`src/rtl/lcd_pkg.sv`:
```
// Shared types and constants for the LCD bus responder.
// Latency: none; declarations and a combinational reply helper only.
// Backpressure: none; nothing here handles flow control.
package lcd_pkg;

    localparam logic [7:0] CMD_SLPIN   = 8'h10;
    localparam logic [7:0] CMD_SLPOUT  = 8'h11;
    localparam logic [7:0] CMD_DISPOFF = 8'h28;
    localparam logic [7:0] CMD_DISPON  = 8'h29;
    localparam logic [7:0] CMD_RDDID   = 8'h04;
    localparam logic [7:0] CMD_RDDST   = 8'h09;
    localparam logic [7:0] CMD_RDDPM   = 8'h0A;

    localparam int EV_W = 17;

    typedef enum logic [1:0] {
        RD_IDLE  = 2'd0,
        RD_DRIVE = 2'd1,
        RD_HOLD  = 2'd2
    } rd_state_t;

    // One captured bus write: command flag, byte, parameter index.
    typedef struct packed {
        logic       is_cmd;
        logic [7:0] data;
        logic [7:0] idx;
    } ev_t;

    // Byte returned on read number n after the given command (n = 0 is the dummy).
    function automatic logic [7:0] reply_byte(
        input logic [7:0]  cmd,
        input logic [7:0]  n,
        input logic        disp,
        input logic        slp,
        input logic [23:0] id
    );
        logic [7:0] r;
        r = 8'h00;
        case (cmd)
            CMD_RDDID: begin
                case (n)
                    8'd1:    r = id[23:16];
                    8'd2:    r = id[15:8];
                    8'd3:    r = id[7:0];
                    default: r = 8'h00;
                endcase
            end
            CMD_RDDST: r = (n == 8'd1) ? {disp, slp, 6'b0} : 8'h00;
            CMD_RDDPM: r = (n == 8'd1) ? {1'b0, slp, 2'b0, disp, 3'b0} : 8'h00;
            default:   r = 8'h00;
        endcase
        return r;
    endfunction

endpackage

```
`src/rtl/lcd_event_fifo.sv`:
```
// Synchronous event FIFO, DEPTH x 17 bits, head read straight from registers.
// Latency: push visible at head the cycle after the write edge.
// Backpressure: push while full is dropped unless a pop happens the same cycle.
module lcd_event_fifo
    import lcd_pkg::*;
#(
    parameter int DEPTH = 4
) (
    input  logic clk,
    input  logic rst_n,
    input  logic clr,
    input  logic push,
    input  ev_t  push_dat,
    input  logic pop,
    output ev_t  head,
    output logic full,
    output logic empty
);

    localparam int AW = (DEPTH > 1) ? $clog2(DEPTH) : 1;

    logic [AW-1:0] wr_ptr;
    logic [AW-1:0] rd_ptr;
    logic [AW:0]   cnt;
    ev_t           mem [DEPTH];
    logic          push_ok;
    logic          pop_ok;

    assign full    = (cnt == (AW+1)'(DEPTH));
    assign empty   = (cnt == '0);
    assign pop_ok  = pop & ~empty;
    assign push_ok = push & (~full | pop_ok);
    assign head    = mem[rd_ptr];

    // Pointer, occupancy and storage update; clr empties without touching storage.
    always_ff @(posedge clk or negedge rst_n) begin
        if (!rst_n) begin
            wr_ptr <= '0;
            rd_ptr <= '0;
            cnt    <= '0;
            for (int i = 0; i < DEPTH; i++) begin
                mem[i] <= '0;
            end
        end else if (clr) begin
            wr_ptr <= '0;
            rd_ptr <= '0;
            cnt    <= '0;
        end else begin
            if (push_ok) begin
                mem[wr_ptr] <= push_dat;
                wr_ptr      <= wr_ptr + 1'b1;
            end
            if (pop_ok) begin
                rd_ptr <= rd_ptr + 1'b1;
            end
            case ({push_ok, pop_ok})
                2'b10:   cnt <= cnt + 1'b1;
                2'b01:   cnt <= cnt - 1'b1;
                default: cnt <= cnt;
            endcase
        end
    end

endmodule

```
`src/rtl/lcd_bus_responder.sv`:
```
// Panel-side 8080 bus target: captures writes as FIFO events, tracks display flags, answers ID/status reads.
// Latency: write to ev_valid is SYNC_STAGES+2 clk; read drive starts SYNC_STAGES+1 clk after rd falls.
// Backpressure: ev_ready stalls the FIFO; writes arriving while full are dropped and flagged in ev_overflow.
module lcd_bus_responder
    import lcd_pkg::*;
#(
    parameter int          SYNC_STAGES = 2,
    parameter int          FIFO_DEPTH  = 4,
    parameter logic [23:0] PANEL_ID    = 24'h009341
) (
    input  logic       clk,
    input  logic       rst_n,
    input  logic       bus_cs_n,
    input  logic       bus_wr_n,
    input  logic       bus_rd_n,
    input  logic       bus_rs,
    input  logic       bus_rst_n,
    input  logic [7:0] bus_d_i,
    output logic [7:0] bus_d_o,
    output logic       bus_d_oe,
    output logic       ev_valid,
    input  logic       ev_ready,
    output logic       ev_is_cmd,
    output logic [7:0] ev_data,
    output logic [7:0] ev_idx,
    output logic       ev_overflow,
    output logic       display_on,
    output logic       sleep_out
);

    // Synchronizer lanes: {rst_n, cs_n, wr_n, rd_n, rs, d[7:0]}.
    // Strobes reset to their idle level so leaving reset never looks like an edge.
    localparam logic [12:0] SYNC_IDLE = {1'b1, 1'b1, 1'b1, 1'b1, 1'b0, 8'h00};

    logic [12:0] sync_q [SYNC_STAGES];
    logic [12:0] sync_out;
    logic        rst_s, cs_s, wr_s, rd_s, rs_s;
    logic [7:0]  d_s;
    logic        soft_rst;
    logic        wr_prev, rd_prev;
    logic        wr_rise, rd_fall;

    logic        cap_vld, cap_is_cmd;
    logic [7:0]  cap_data;
    logic [7:0]  param_cnt, idx_next;
    logic [7:0]  last_cmd;
    ev_t         ev_in, fifo_head;
    logic        fifo_full, fifo_empty;
    logic        push, pop, drop, cmd_wr;

    rd_state_t   rd_state;
    logic [7:0]  rd_cnt;
    logic        rd_exit;

    assign sync_out = sync_q[SYNC_STAGES-1];
    assign rst_s    = sync_out[12];
    assign cs_s     = sync_out[11];
    assign wr_s     = sync_out[10];
    assign rd_s     = sync_out[9];
    assign rs_s     = sync_out[8];
    assign d_s      = sync_out[7:0];
    assign soft_rst = ~rst_s;

    // Data shares the strobe depth so the byte is aligned with the wr edge that carries it.
    always_ff @(posedge clk or negedge rst_n) begin
        if (!rst_n) begin
            for (int i = 0; i < SYNC_STAGES; i++) begin
                sync_q[i] <= SYNC_IDLE;
            end
        end else begin
            sync_q[0] <= {bus_rst_n, bus_cs_n, bus_wr_n, bus_rd_n, bus_rs, bus_d_i};
            for (int i = 1; i < SYNC_STAGES; i++) begin
                sync_q[i] <= sync_q[i-1];
            end
        end
    end

    // Previous strobe levels for edge detection; they keep tracking through soft reset.
    always_ff @(posedge clk or negedge rst_n) begin
        if (!rst_n) begin
            wr_prev <= 1'b1;
            rd_prev <= 1'b1;
        end else begin
            wr_prev <= wr_s;
            rd_prev <= rd_s;
        end
    end

    assign wr_rise = wr_s & ~wr_prev & ~cs_s;
    // A read only starts when wr is idle: a simultaneous write wins.
    assign rd_fall = ~rd_s & rd_prev & ~cs_s & rs_s & wr_s;

    // Register the detected write so the FIFO push lands one cycle later.
    always_ff @(posedge clk or negedge rst_n) begin
        if (!rst_n) begin
            cap_vld    <= 1'b0;
            cap_is_cmd <= 1'b0;
            cap_data   <= 8'h00;
        end else if (soft_rst) begin
            cap_vld    <= 1'b0;
            cap_is_cmd <= 1'b0;
            cap_data   <= 8'h00;
        end else begin
            cap_vld    <= wr_rise;
            cap_is_cmd <= ~rs_s;
            cap_data   <= d_s;
        end
    end

    assign idx_next     = (param_cnt == 8'hFF) ? 8'hFF : param_cnt + 8'd1;
    assign ev_in.is_cmd = cap_is_cmd;
    assign ev_in.data   = cap_data;
    assign ev_in.idx    = cap_is_cmd ? 8'h00 : idx_next;

    assign push   = cap_vld & ~soft_rst;
    assign pop    = ev_ready;
    assign drop   = push & fifo_full & ~(ev_ready & ~fifo_empty);
    assign cmd_wr = push & cap_is_cmd;

    lcd_event_fifo #(
        .DEPTH (FIFO_DEPTH)
    ) u_fifo (
        .clk      (clk),
        .rst_n    (rst_n),
        .clr      (soft_rst),
        .push     (push),
        .push_dat (ev_in),
        .pop      (pop),
        .head     (fifo_head),
        .full     (fifo_full),
        .empty    (fifo_empty)
    );

    assign ev_valid  = ~fifo_empty;
    assign ev_is_cmd = fifo_head.is_cmd;
    assign ev_data   = fifo_head.data;
    assign ev_idx    = fifo_head.idx;

    // Command decode: parameter counter, display flags, last command; flags update even if the event drops.
    always_ff @(posedge clk or negedge rst_n) begin
        if (!rst_n) begin
            param_cnt   <= 8'h00;
            last_cmd    <= 8'h00;
            display_on  <= 1'b0;
            sleep_out   <= 1'b0;
            ev_overflow <= 1'b0;
        end else begin
            if (drop) begin
                ev_overflow <= 1'b1;
            end
            if (soft_rst) begin
                param_cnt  <= 8'h00;
                last_cmd   <= 8'h00;
                display_on <= 1'b0;
                sleep_out  <= 1'b0;
            end else if (push) begin
                if (cap_is_cmd) begin
                    param_cnt <= 8'h00;
                    last_cmd  <= cap_data;
                    case (cap_data)
                        CMD_DISPON:  display_on <= 1'b1;
                        CMD_DISPOFF: display_on <= 1'b0;
                        CMD_SLPOUT:  sleep_out  <= 1'b1;
                        CMD_SLPIN:   sleep_out  <= 1'b0;
                        default:     ;
                    endcase
                end else begin
                    param_cnt <= idx_next;
                end
            end
        end
    end

    assign rd_exit = rd_s | cs_s;

    // Read FSM: drive the reply byte while rd is low, release and advance the byte counter on exit.
    always_ff @(posedge clk or negedge rst_n) begin
        if (!rst_n) begin
            rd_state <= RD_IDLE;
            rd_cnt   <= 8'h00;
            bus_d_o  <= 8'h00;
            bus_d_oe <= 1'b0;
        end else if (soft_rst) begin
            rd_state <= RD_IDLE;
            rd_cnt   <= 8'h00;
            bus_d_o  <= 8'h00;
            bus_d_oe <= 1'b0;
        end else begin
            case (rd_state)
                RD_IDLE: begin
                    if (rd_fall) begin
                        rd_state <= RD_DRIVE;
                        bus_d_o  <= reply_byte(last_cmd, rd_cnt, display_on, sleep_out, PANEL_ID);
                        bus_d_oe <= 1'b1;
                    end
                end
                RD_DRIVE, RD_HOLD: begin
                    if (rd_exit) begin
                        rd_state <= RD_IDLE;
                        bus_d_oe <= 1'b0;
                        rd_cnt   <= (rd_cnt == 8'hFF) ? 8'hFF : rd_cnt + 8'd1;
                    end else begin
                        rd_state <= RD_HOLD;
                    end
                end
                default: begin
                    rd_state <= RD_IDLE;
                    bus_d_oe <= 1'b0;
                end
            endcase
            if (cmd_wr) begin
                rd_cnt <= 8'h00;
            end
        end
    end

endmodule

```
`config.mk`:
```
export PLATFORM = sky130hd
export DESIGN_NAME = lcd_bus_responder
export DESIGN_NICKNAME = d
export VERILOG_FILES = /design/src/rtl/lcd_pkg.sv /design/src/rtl/lcd_event_fifo.sv /design/src/rtl/lcd_bus_responder.sv
export SDC_FILE = /design/constraint.sdc
export NUM_CORES = 1
export LEC_CHECK = 0
export BUFFER_PORTS_ARGS = -buffer_cell sky130_fd_sc_hd__buf_4
export CAP_MARGIN = 20
export CORE_MARGIN = 8
export CORE_UTILIZATION = 30
export CTS_BUF_LIST = sky130_fd_sc_hd__clkbuf_4
export CTS_CLUSTER_SIZE = 28
export DETAILED_ROUTE_END_ITERATION = 16
export GPL_TIMING_DRIVEN = 1
export HOLD_SLACK_MARGIN = 0.12
export SETUP_SLACK_MARGIN = 0.3
export SYNTH_ARGS = -nofsm -noshare
export SYNTH_HDL_FRONTEND = slang
export SYNTH_SLANG_ARGS = --single-unit
```
`constraint.sdc`:
```
create_clock -name clk -period 2.2 [get_ports clk]
set_input_delay 0.33 -clock clk [delete_from_list [all_inputs] [get_ports clk]]
set_output_delay 0.33 -clock clk [all_outputs]
set_load 0.03 [all_outputs]
```
Yosys cells after proc, flatten, opt, wreduce, memory -nomap -nowiden
Cells that the tools add are included.

Flip-flop bits (word level): 151. Input bits: 16. Output and inout bits: 30.

Magnitude comparators: 3. Add/subtract/negate cells: 6. Reduce and logical (&&, ||, !) cells: 11. Bitwise gates (word level): 23. Equality and inequality tests: 30. Muxes and demuxes: 50.

Operators by type and width (number): two-way mux 8 bit (17); bitwise mux 68 bit (1); two-way mux 17 bit (3); binary-select mux 17 bit (select 2 bit) (1); demux 17 bit (select 2 bit) (1); one-hot mux 8 bit (3 select lines) (1); adder 8 x 1 -> 8 bit, second input constant (2); == test 8 x 2 -> 1 bit, second input constant (2); == test 8 x 4 -> 1 bit, second input constant (2); == test 8 x 5 -> 1 bit, second input constant (2); == test 8 x 6 -> 1 bit, second input constant (2); == test 8 bit, second input constant (2); one-hot mux 8 bit (2 select lines) (1); != test 3 x 1 -> 1 bit, second input constant (5); two-way mux 2 bit (7); bitwise AND 1 bit (12); != test 2 x 1 -> 1 bit, second input constant (6); two-way mux 1 bit (11); AND reduction 2 bit (5); == test 8 x 1 -> 1 bit, second input constant (1); == test 8 x 3 -> 1 bit, second input constant (1); two-way mux 7 bit (1); NOT 1 bit (7); >= comparator 3 bit, second input constant (2); other kinds (19) (28).

Logic depth before layout (Yosys ltp)
Gate-level depths: netlist of run 1.

Word-level depth: 8. Gate-level depth with buffers: 7.

Modules after synthesis
From an unflattened synthesis of run 1, not the netlist that was laid out.

Cells, all modules: 491. Area, all modules: 6701.4 um^2.

By module, submodules not included: lcd_event_fifo (times used 1, seq. area each 1876.8 um^2, area an instance 3734.8 um^2, cells an instance 228); lcd_bus_responder (times used 1, seq. area each 1839.3 um^2, area an instance 2966.6 um^2, cells an instance 263).

Worst setup path after synthesis of run 1
Ideal clock, no wire load.

Path type: register to register. Start: register u_fifo.cnt[0]. End: register u_fifo.cnt[2]. Library setup time: 127 ps. Buffers on the path: 0. Stages on the path, launching flop included: 7. Setup slack: 196 ps. Data arrival time: 1877 ps. Cells stage by stage: dfrtp_1 > o31ai_1 > nor2_1 > fa_1 > nor3_1 > a31oi_1 > mux2i_1.

Longest elaborated chain between the ends: 8. Elaborated cells between the ends (all ways): 14. Classes of those cells: add/sub: 2; eq/ne: 4; mux: 2; bitwise: 5; reduce/logical: 1.

Ends and longest elaborated chain: from (decl) (RTL line lcd_event_fifo.sv:24) `logic [AW:0] cnt;`; from (signal assigned) (RTL line lcd_event_fifo.sv:57) `2'b10: cnt <= cnt + 1'b1;`; from (signal assigned) (RTL line lcd_event_fifo.sv:58) `2'b01: cnt <= cnt - 1'b1;`; from (signal assigned) (RTL line lcd_event_fifo.sv:59) `default: cnt <= cnt;`; logical NOT 3 bit (RTL line lcd_event_fifo.sv:30) `assign empty = (cnt == '0);`; NOT 1 bit (RTL line lcd_event_fifo.sv:31) `assign pop_ok = pop & ~empty;`; bitwise AND 1 bit (RTL line lcd_event_fifo.sv:31); OR 1 bit (RTL line lcd_event_fifo.sv:32) `assign push_ok = push & (~full | pop_ok);`; bitwise AND 1 bit (RTL line lcd_event_fifo.sv:32); == test 2 x 1 -> 1 bit / == test 2 bit (equally long branches) (RTL line lcd_event_fifo.sv:56) `case ({push_ok, pop_ok})`; one-hot mux 3 bit (2 select lines) (RTL line lcd_event_fifo.sv:56); two-way mux 3 bit (RTL line lcd_event_fifo.sv:44) `end else if (clr) begin`.

Several ways; a longest one is shown, not always the timed one. A chain may end at the register's enable or synchronous reset.

Final worst setup path of run 1
Start: register u_fifo.rd_ptr[0]. End: output ev_data[5].

Longest elaborated chain between the ends: 4.

Ends and longest elaborated chain: from (decl) (RTL line lcd_event_fifo.sv:23) `logic [AW-1:0] rd_ptr;`; from (signal assigned) (RTL line lcd_event_fifo.sv:54) `rd_ptr <= rd_ptr + 1'b1;`; NOT 2 -> 3 bit (not written as such) (RTL line lcd_event_fifo.sv:33) `assign head = mem[rd_ptr];`; binary-select mux 17 bit (select 2 bit) (RTL line lcd_event_fifo.sv:33); two-way mux 17 bit (not written as such) (2 in a row) (RTL line lcd_event_fifo.sv:33); to (decl) (RTL line lcd_bus_responder.sv:24) `output logic [7:0] ev_data,`.

Every way passes these cells. The select of a mux whose other input is x is not followed.

==> impl_metrics.csv, run 1 <==
group,metric,value,unit
synthesis,synthMuxAreaShare,17.3,%
timing,hold_viol,0,
run_status,failed_checks,"negative setup slack",
power_and_ir_drop,peakVddDrop,0.744,mV
synthesis,ys_warn_count,0,
drt,vias_per_cell,4.77,
power_and_ir_drop,comb_power_share,14.3,%
synthesis,synth-edff-count,0,
placement,gp_congestion,0.756,
floorplanning,die_h,163,um
floorplanning,core_area,21100,um2
synthesis,synth_top_family_by_area,"multiplexers",
critical_path,crit_path_end_kind,"output port",
floorplanning,io_pins,46,
timing,skew,25.4,ps
drt,routedWlPerCell,15.9,um
synthesis,synth_compound_area_share,7.88,%
timing,rsz0062_at_grt,"yes",
synthesis,avgSynthCellArea,12.9,um2
power_and_ir_drop,power.density,692,nW/um2
power_and_ir_drop,leakagePower,3.60,nW
flow_run,max_cap_violations,0,
final_layout,nets,613,
drt,drtIter0Drc,295,
synthesis,synthAdderAreaFrac,2.25,%
timing,fin_ws,-53.6,ps
power_and_ir_drop,power.internal,4.13,mW
synthesis,ys.flop_type,"dfrtp_1",
power_and_ir_drop,power_frac_clock,33.8,%
clocking,clk_latency,540,ps
synthesis,synth_cell_types,59,
placement,io_buffers,43,
placement,dp.final_hpwl,9290,um
floorplanning,rows,53,
clocking,cts_tree,"built",
final_layout,area_delta_synth_final,24.2,%
timing,slew_headroom,45.6,%
clocking,clkSlewWorstSetupHoldPaths,120,ps
synthesis,syn-cell-area,6460,um2
power_and_ir_drop,power.total,5.55,mW
timing,setup-tns-final,-491,ps
run_status,status,"complete, but fails checks",
synthesis,synth_xor_area_share,0.949,%
clocking,cts-buffers-inserted,17,
critical_path,cp_max_fo,4,
synthesis,syn_inst,501,
timing,period_minus_slack,2250,ps
floorplanning,dieArea,26500,um2
global_route,grt_overflow,0,
drt,routed_wl,13900,um
power_and_ir_drop,switchingPower,1.42,mW
timing,finalSetupViolCount,12,
critical_path,worstPathArrival,1920,ps
synthesis,synth_async_sr_flop_share,100,%
power_and_ir_drop,pwr-share-seq,52.0,%
floorplanning,start_util,30.6,%
clocking,root_buffer,"clkbuf_4",
synthesis,synth_simple_gate_area_share,10.7,%
final_layout,final_cells,874,
critical_path,critPathRequiredTime,1870,ps
global_route,grt_max_degree,56,
timing,worst_pin_slew,809,ps
worst_hold_path,hp-class,"primary input to asynchronous set/reset pin",
timing,holdWs,299,ps
drt,drt_pass1_iterations,4,
drt,antenna_left,0,
global_route,track_usage,10.9,%
critical_path,crit_type,"flop to output port",
power_and_ir_drop,switching_share,25.6,%
placement,dpl.cell_count,811,
final_layout,drive_gt1_share,36.2,%
clocking,clkSinkCount,148,
global_route,antenna_found_initial,0,
global_route,first_global_vias,4518,
critical_path,start_kind,"flop",
global_route,grt_pass1_wl,23100,um
clocking,htreeDepth,4,
synthesis,yosys_register_bits,148,
drt,via_count,4171,
synthesis,ys_seq_area_share,57.5,%
final_layout,antenna_cells,0,
clocking,cts_max_path_buffers,2,
timing,period_share,102,%
drt,route.detailed.drc,0,
timing,drv_slew,0,
floorplanning,die_x,163,um
timing,fmax,444,MHz
-- metrics by stage --
step,utilization (%),worst slack (ps),area [um2]
3_3_place_gp,34.2,272,7210
4_1_cts,37.4,-135,7880
3_5_place_dp,34.2,245,7210
6_report,38.0,-53.6,8020
2_1_floorplan,-,342,6470
5_1_grt,38.0,-157,8020
-- final cells by class --
cell class	count	area, um2
clock buffer	18	135
clock inverter	14	186
fill	2009	13100
inverter	14	52.6
multi-input combinational	312	2630
sequential	148	3720
tap	275	344
timing repair buffer	93	950
-- critical path: stages, from the launching register on --
cell,delay [ps]
dfrtp_2,450
buf_4,150
buf_16,120
mux4_2,520
buf_6,160
-- path summary, 6_finish.rpt --
| kind | cells after the start | slack (ps) | endpoint | from |
|---|---|---|---|---|
| min in group clk | 0 | 360 | sync_out[7] | sync_q[20] |
| worst min register to register | 0 | 360 | sync_out[7] | sync_q[20] |
| max in group asynchronous | 3 | 1250 | u_fifo.mem[12] | rst_n |
| worst max register to register | 8 | 370 | u_fifo.cnt[2] | u_fifo.cnt[0] |
| worst min-delay path | 2 | 300 | sync_q[21] | rst_n |
| worst max-delay path | 4 | -50 | ev_data[5] | u_fifo.rd_ptr[0] |
-- cells in the final DEF (no fill, tap or decap), drive strengths merged, types with 4 or more instances in the layout --
master,synthesis,final
ha,10,10
a21oi,12,12
clkbuf,12,18
mux2i,8,8
nor2b,4,4
o21ai,12,12
inv,14,15
a22o,4,4
mux2,58,58
nand3,12,12
buf,16,78
dlygate4sd3,0,15
a21boi,10,10
mux4,17,17
dfstp,10,10
xnor2,4,4
nand2,46,46
and2,14,14
o2bb2ai,8,8
nand4,4,4
clkinv,0,6
nor3,4,4
nand2b,4,4
nor4,4,4
nor2,26,26
o31ai,6,6
bufinv,0,4
dfrtp,138,138
-- metal layers --
metal,global-route usage (%),vias to the layer above,routed length [um],part of all wire (%)
met5,0,-,0,0
met4,2.96,0,133,0.96
met3,2.91,11,396,2.9
met2,18.5,67,7000,51
met1,13.4,2132,6330,46
li1,-,1961,-,-
-- cells in the mapped netlist, drive strengths merged, types with 2 or more instances --
cell type / count / area share [%]
nand3: 12 / 0.93
or4: 3 / 0.46
o21ai: 12 / 0.93
mux4: 17 / 5.9
a32oi: 2 / 0.27
o31ai: 6 / 0.70
clkbuf: 12 / 0.72
dfstp: 10 / 4.1
a22o: 4 / 0.54
nand2b: 4 / 0.39
xnor2: 4 / 0.54
a31oi: 3 / 0.29
and2: 14 / 1.4
or3: 3 / 0.29
a211oi: 2 / 0.23
o2bb2ai: 8 / 1.1
nand4b: 2 / 0.27
mux2i: 8 / 1.2
a21oi: 12 / 0.93
xor2: 3 / 0.41
inv: 14 / 0.81
dfrtp: 138 / 53
nand4: 4 / 0.39
o311a: 2 / 0.31
nor2b: 4 / 0.39
nor4: 4 / 0.39
ha: 10 / 1.9
buf: 16 / 1.8
nor2: 26 / 1.5
o21bai: 2 / 0.23
mux2: 58 / 10
a21boi: 10 / 1.2
nor3: 4 / 0.31
nand2: 46 / 2.7
and3: 3 / 0.29
-- power groups by stage --
stage	sequential [mW]	clock, mW	combinational [mW]
after floorplan	2.92	0	0.371
after global placement	2.93	0	0.620
after detailed placement	2.94	0	0.633
after CTS	2.89	1.94	0.774
after global routing	2.90	2.08	0.850
final	2.89	1.88	0.792
-- cells by family after synthesis --
group | after synthesis
flops | 148
simple gates | 137
mux | 83
compound gates | 72
buf+inv | 42
fa+ha+maj | 11
xor+xnor | 7
other cells | 1
-- state kept, by name, summed over array words and instances (netlist names), 2 cells and up --
name	cells
u_fifo.cnt	3
u_fifo.rd_ptr	2
rd_cnt	8
u_fifo.mem	68
rd_state	2
u_fifo.wr_ptr	2
param_cnt	8
sync_out	13
bus_d_o	5
cap_data	8
sync_q	13
last_cmd	8
-- repair_timing --
item | CTS | global route
resized for setup | 28 | 20
endpoints found under the hold margin | 73 | 0
endpoints found under the setup margin | 72 | 59
hold buffers | 15 | 0
setup buffers | 7 | 7
gates cloned | 2 | 0
pin swaps | 0 | 5
Note: power is estimated with default switching activity, not from simulation.
==> run 2: changes to the inputs <==
ABC_AREA = 1   (was not set)
BUFFER_PORTS_ARGS = -buffer_cell sky130_fd_sc_hd__buf_2   (was -buffer_cell sky130_fd_sc_hd__buf_4)
==> run 2 against run 1 <==
Net effect:
- the flow now finishes without violations
- sequential share of layout area increased by 0.72 points
- core utilization decreased by 1.6 points
- setup slack improved by 190 ps
- register-to-register slack improved by 110 ps
- clock power about the same
- flip-flop and latch count unchanged
==> impl_metrics.csv, run 2 <==
group,metric,value,unit
run_status,status,"finished, final reports clean",
drt,wl_met3,723,um
power_and_ir_drop,leakagePower,3.92,nW
global_route,first_global_vias,5056,
global_route,track_usage,12.1,%
drt,via_count,5100,
synthesis,synthTopCellsByArea,"dfrtp_1 53%, nand2_1 11%, o21ai_0 5.0%",
clocking,clk_latency,550,ps
synthesis,avgSynthCellArea,8.87,um2
synthesis,syn-cell-area,6560,um2
global_route,grt_overflow,0,
synthesis,yosys-top-cells-count,"192 x nand2_1, 138 x dfrtp_1, 67 x nor2_1, 66 x inv_1, 65 x o21ai_0",
synthesis,yosys_register_bits,148,
worst_hold_path,hp-class,"primary input to asynchronous set/reset pin",
global_route,grt_max_degree,60,
placement,dp_slack,488,ps
global_route,grt_pass1_wl,25900,um
timing,slew_headroom,48.3,%
timing,fin_ws,132,ps
power_and_ir_drop,pwr-share-seq,45.0,%
critical_path,crit_path_end_kind,"output port",
clocking,htreeDepth,4,
clocking,clkSinkCount,148,
drt,drtIter0Drc,432,
floorplanning,rows,54,
clocking,cts-buffers-inserted,17,
drt,routedWlPerCell,14.2,um
placement,io_buffers,43,
synthesis,yosysTopAreaCellShare,52.7,%
synthesis,ys_seq_area_share,56.7,%
global_route,antenna_found_initial,0,
clocking,cts_max_path_buffers,2,
drt,vias_per_cell,4.64,
final_layout,drive_gt1_share,18.7,%
timing,hold_viol,0,
drt,routed_wl,15600,um
final_layout,antenna_cells,0,
placement,dp.final_hpwl,10000,um
timing,rsz0062_at_grt,"yes",
final_layout,final_common_cell,"nand2_1",
synthesis,synth_cell_types,34,
timing,period_share,94.0,%
power_and_ir_drop,peakVddDrop,0.424,mV
critical_path,worstPathArrival,1740,ps
timing,period_minus_slack,2070,ps
power_and_ir_drop,power_frac_clock,29.3,%
floorplanning,die_h,164,um
critical_path,critPathRequiredTime,1870,ps
synthesis,syn_inst,739,
timing,fmax,484,MHz
critical_path,crit_type,"flop to output port",
floorplanning,start_util,30.3,%
synthesis,ys.flop_type,"dfrtp_1",
final_layout,nets,834,
critical_path,cp_max_fo,18,
clocking,clkSlewWorstSetupHoldPaths,130,ps
flow_run,max_cap_violations,0,
drt,route.detailed.drc,0,
synthesis,synth_async_sr_flop_share,100,%
drt,drt-met1-wl,7730,um
final_layout,area_delta_synth_final,20.3,%
critical_path,reg2reg_depth,8,
floorplanning,die_x,164,um
timing,finalSetupViolCount,0,
drt,drt_pass1_iterations,7,
power_and_ir_drop,comb_power_share,25.7,%
timing,skew,12.6,ps
timing,drv_slew,0,
power_and_ir_drop,power.density,824,nW/um2
clocking,root_buffer,"clkbuf_4",
clocking,cts_tree,"built",
power_and_ir_drop,switching_share,33.2,%
floorplanning,io_pins,46,
placement,gp_congestion,0.793,
final_layout,layout_common_cells,"191 x nand2_1, 137 x dfrtp_1, 64 x inv_1, 55 x o21ai_1, 53 x nor2_1",
synthesis,synth.most_common_cell,"nand2_1",
drt,dr.max_layer_used,"met4",
final_layout,largest_reg_flops,68,
final_layout,largest-register,"u_fifo.mem",
synthesis,ys_warn_count,0,
timing,worst_pin_slew,768,ps
floorplanning,dieArea,26800,um2
floorplanning,core_area,21600,um2
power_and_ir_drop,switchingPower,2.16,mW
drt,antenna_left,0,
synthesis,yosysTopAreaCell,"dfrtp_1",
timing,setup-tns-final,0,ps
power_and_ir_drop,power.internal,4.34,mW
drt,wl_met2,7070,um
synthesis,synth-edff-count,0,
critical_path,start_kind,"flop",
[run 2: area by class of cell]
type                    count  area, um2
fillers                  2205      13700
clock buffers              17        128
clock inverters            15        194
inverters                  70        280
repair buffers             77        729
flip-flops and latches    148       3720
multi-input cells         493       2490
well taps                 280        350
[run 2: worst paths after layout]
path	startpoint	slack, ps	end
max	u_fifo.rd_ptr[0]	130	ev_idx[7]
max in group asynchronous	rst_n	1220	u_fifo.mem[52]
min reg2reg	sync_q[13]	360	sync_out[0]
min	rst_n	280	sync_q[21]
max reg2reg	sync_out[12]	480	u_fifo.cnt[2]
min in group clk	sync_q[13]	360	sync_out[0]
[run 2: critical path: stages (launching register included)]
cell and delay (ps):
dfrtp_2 480, buf_12 170, o21ai_0 250, o22ai_2 120, buf_4 180
[run 2: timing repair]
action                     in CTS  in global routing
pin swaps                       2                  4
cloned                          2                  3
hold endpoints to repair      102                  0
hold buffers                   15                  0
setup endpoints to repair      17                 19
resized for setup              34                 49
buffers inserted                2                  1
[run 2: layer usage]
metal | vias up | track usage (%)
li1 | 2543 | -
met4 | 0 | 3.10
met1 | 2429 | 16.5
met3 | 10 | 2.88
met5 | - | 0
met2 | 118 | 18.8
[run 2: stage by stage]
stage                     instances  power [mW]  hold WS (ps)  area [um2]  util, %
after floorplan                 740        3.77          34.4        6560        -
after global placement         1045        4.19           316        7050     32.6
after detailed placement       1045        4.19           319        7050     32.6
after CTS                      1096        6.37           240        7690     35.6
after global routing           1100        6.80           295        7890     36.5
final                          1100        6.50           277        7890     36.5
[run 2: power groups by stage]
stage / registers (mW) / clock network, mW / logic [mW]
after detailed placement: 2.96 / 0 / 1.23
after CTS: 2.92 / 1.96 / 1.48
final: 2.92 / 1.91 / 1.67
after floorplan: 2.95 / 0 / 0.816
after global placement: 2.96 / 0 / 1.23
after global routing: 2.94 / 2.06 / 1.80
[run 2: kinds of logic after synthesis]
logic type / after synthesis / share of synthesized area (%)
buf+inv: 99 / 7.21
compound gates: 147 / 11.9
fa+ha+maj: 11 / 2.21
simple gates: 333 / 21.9
flops: 148 / 56.7
other cells: 1 / 0.0572
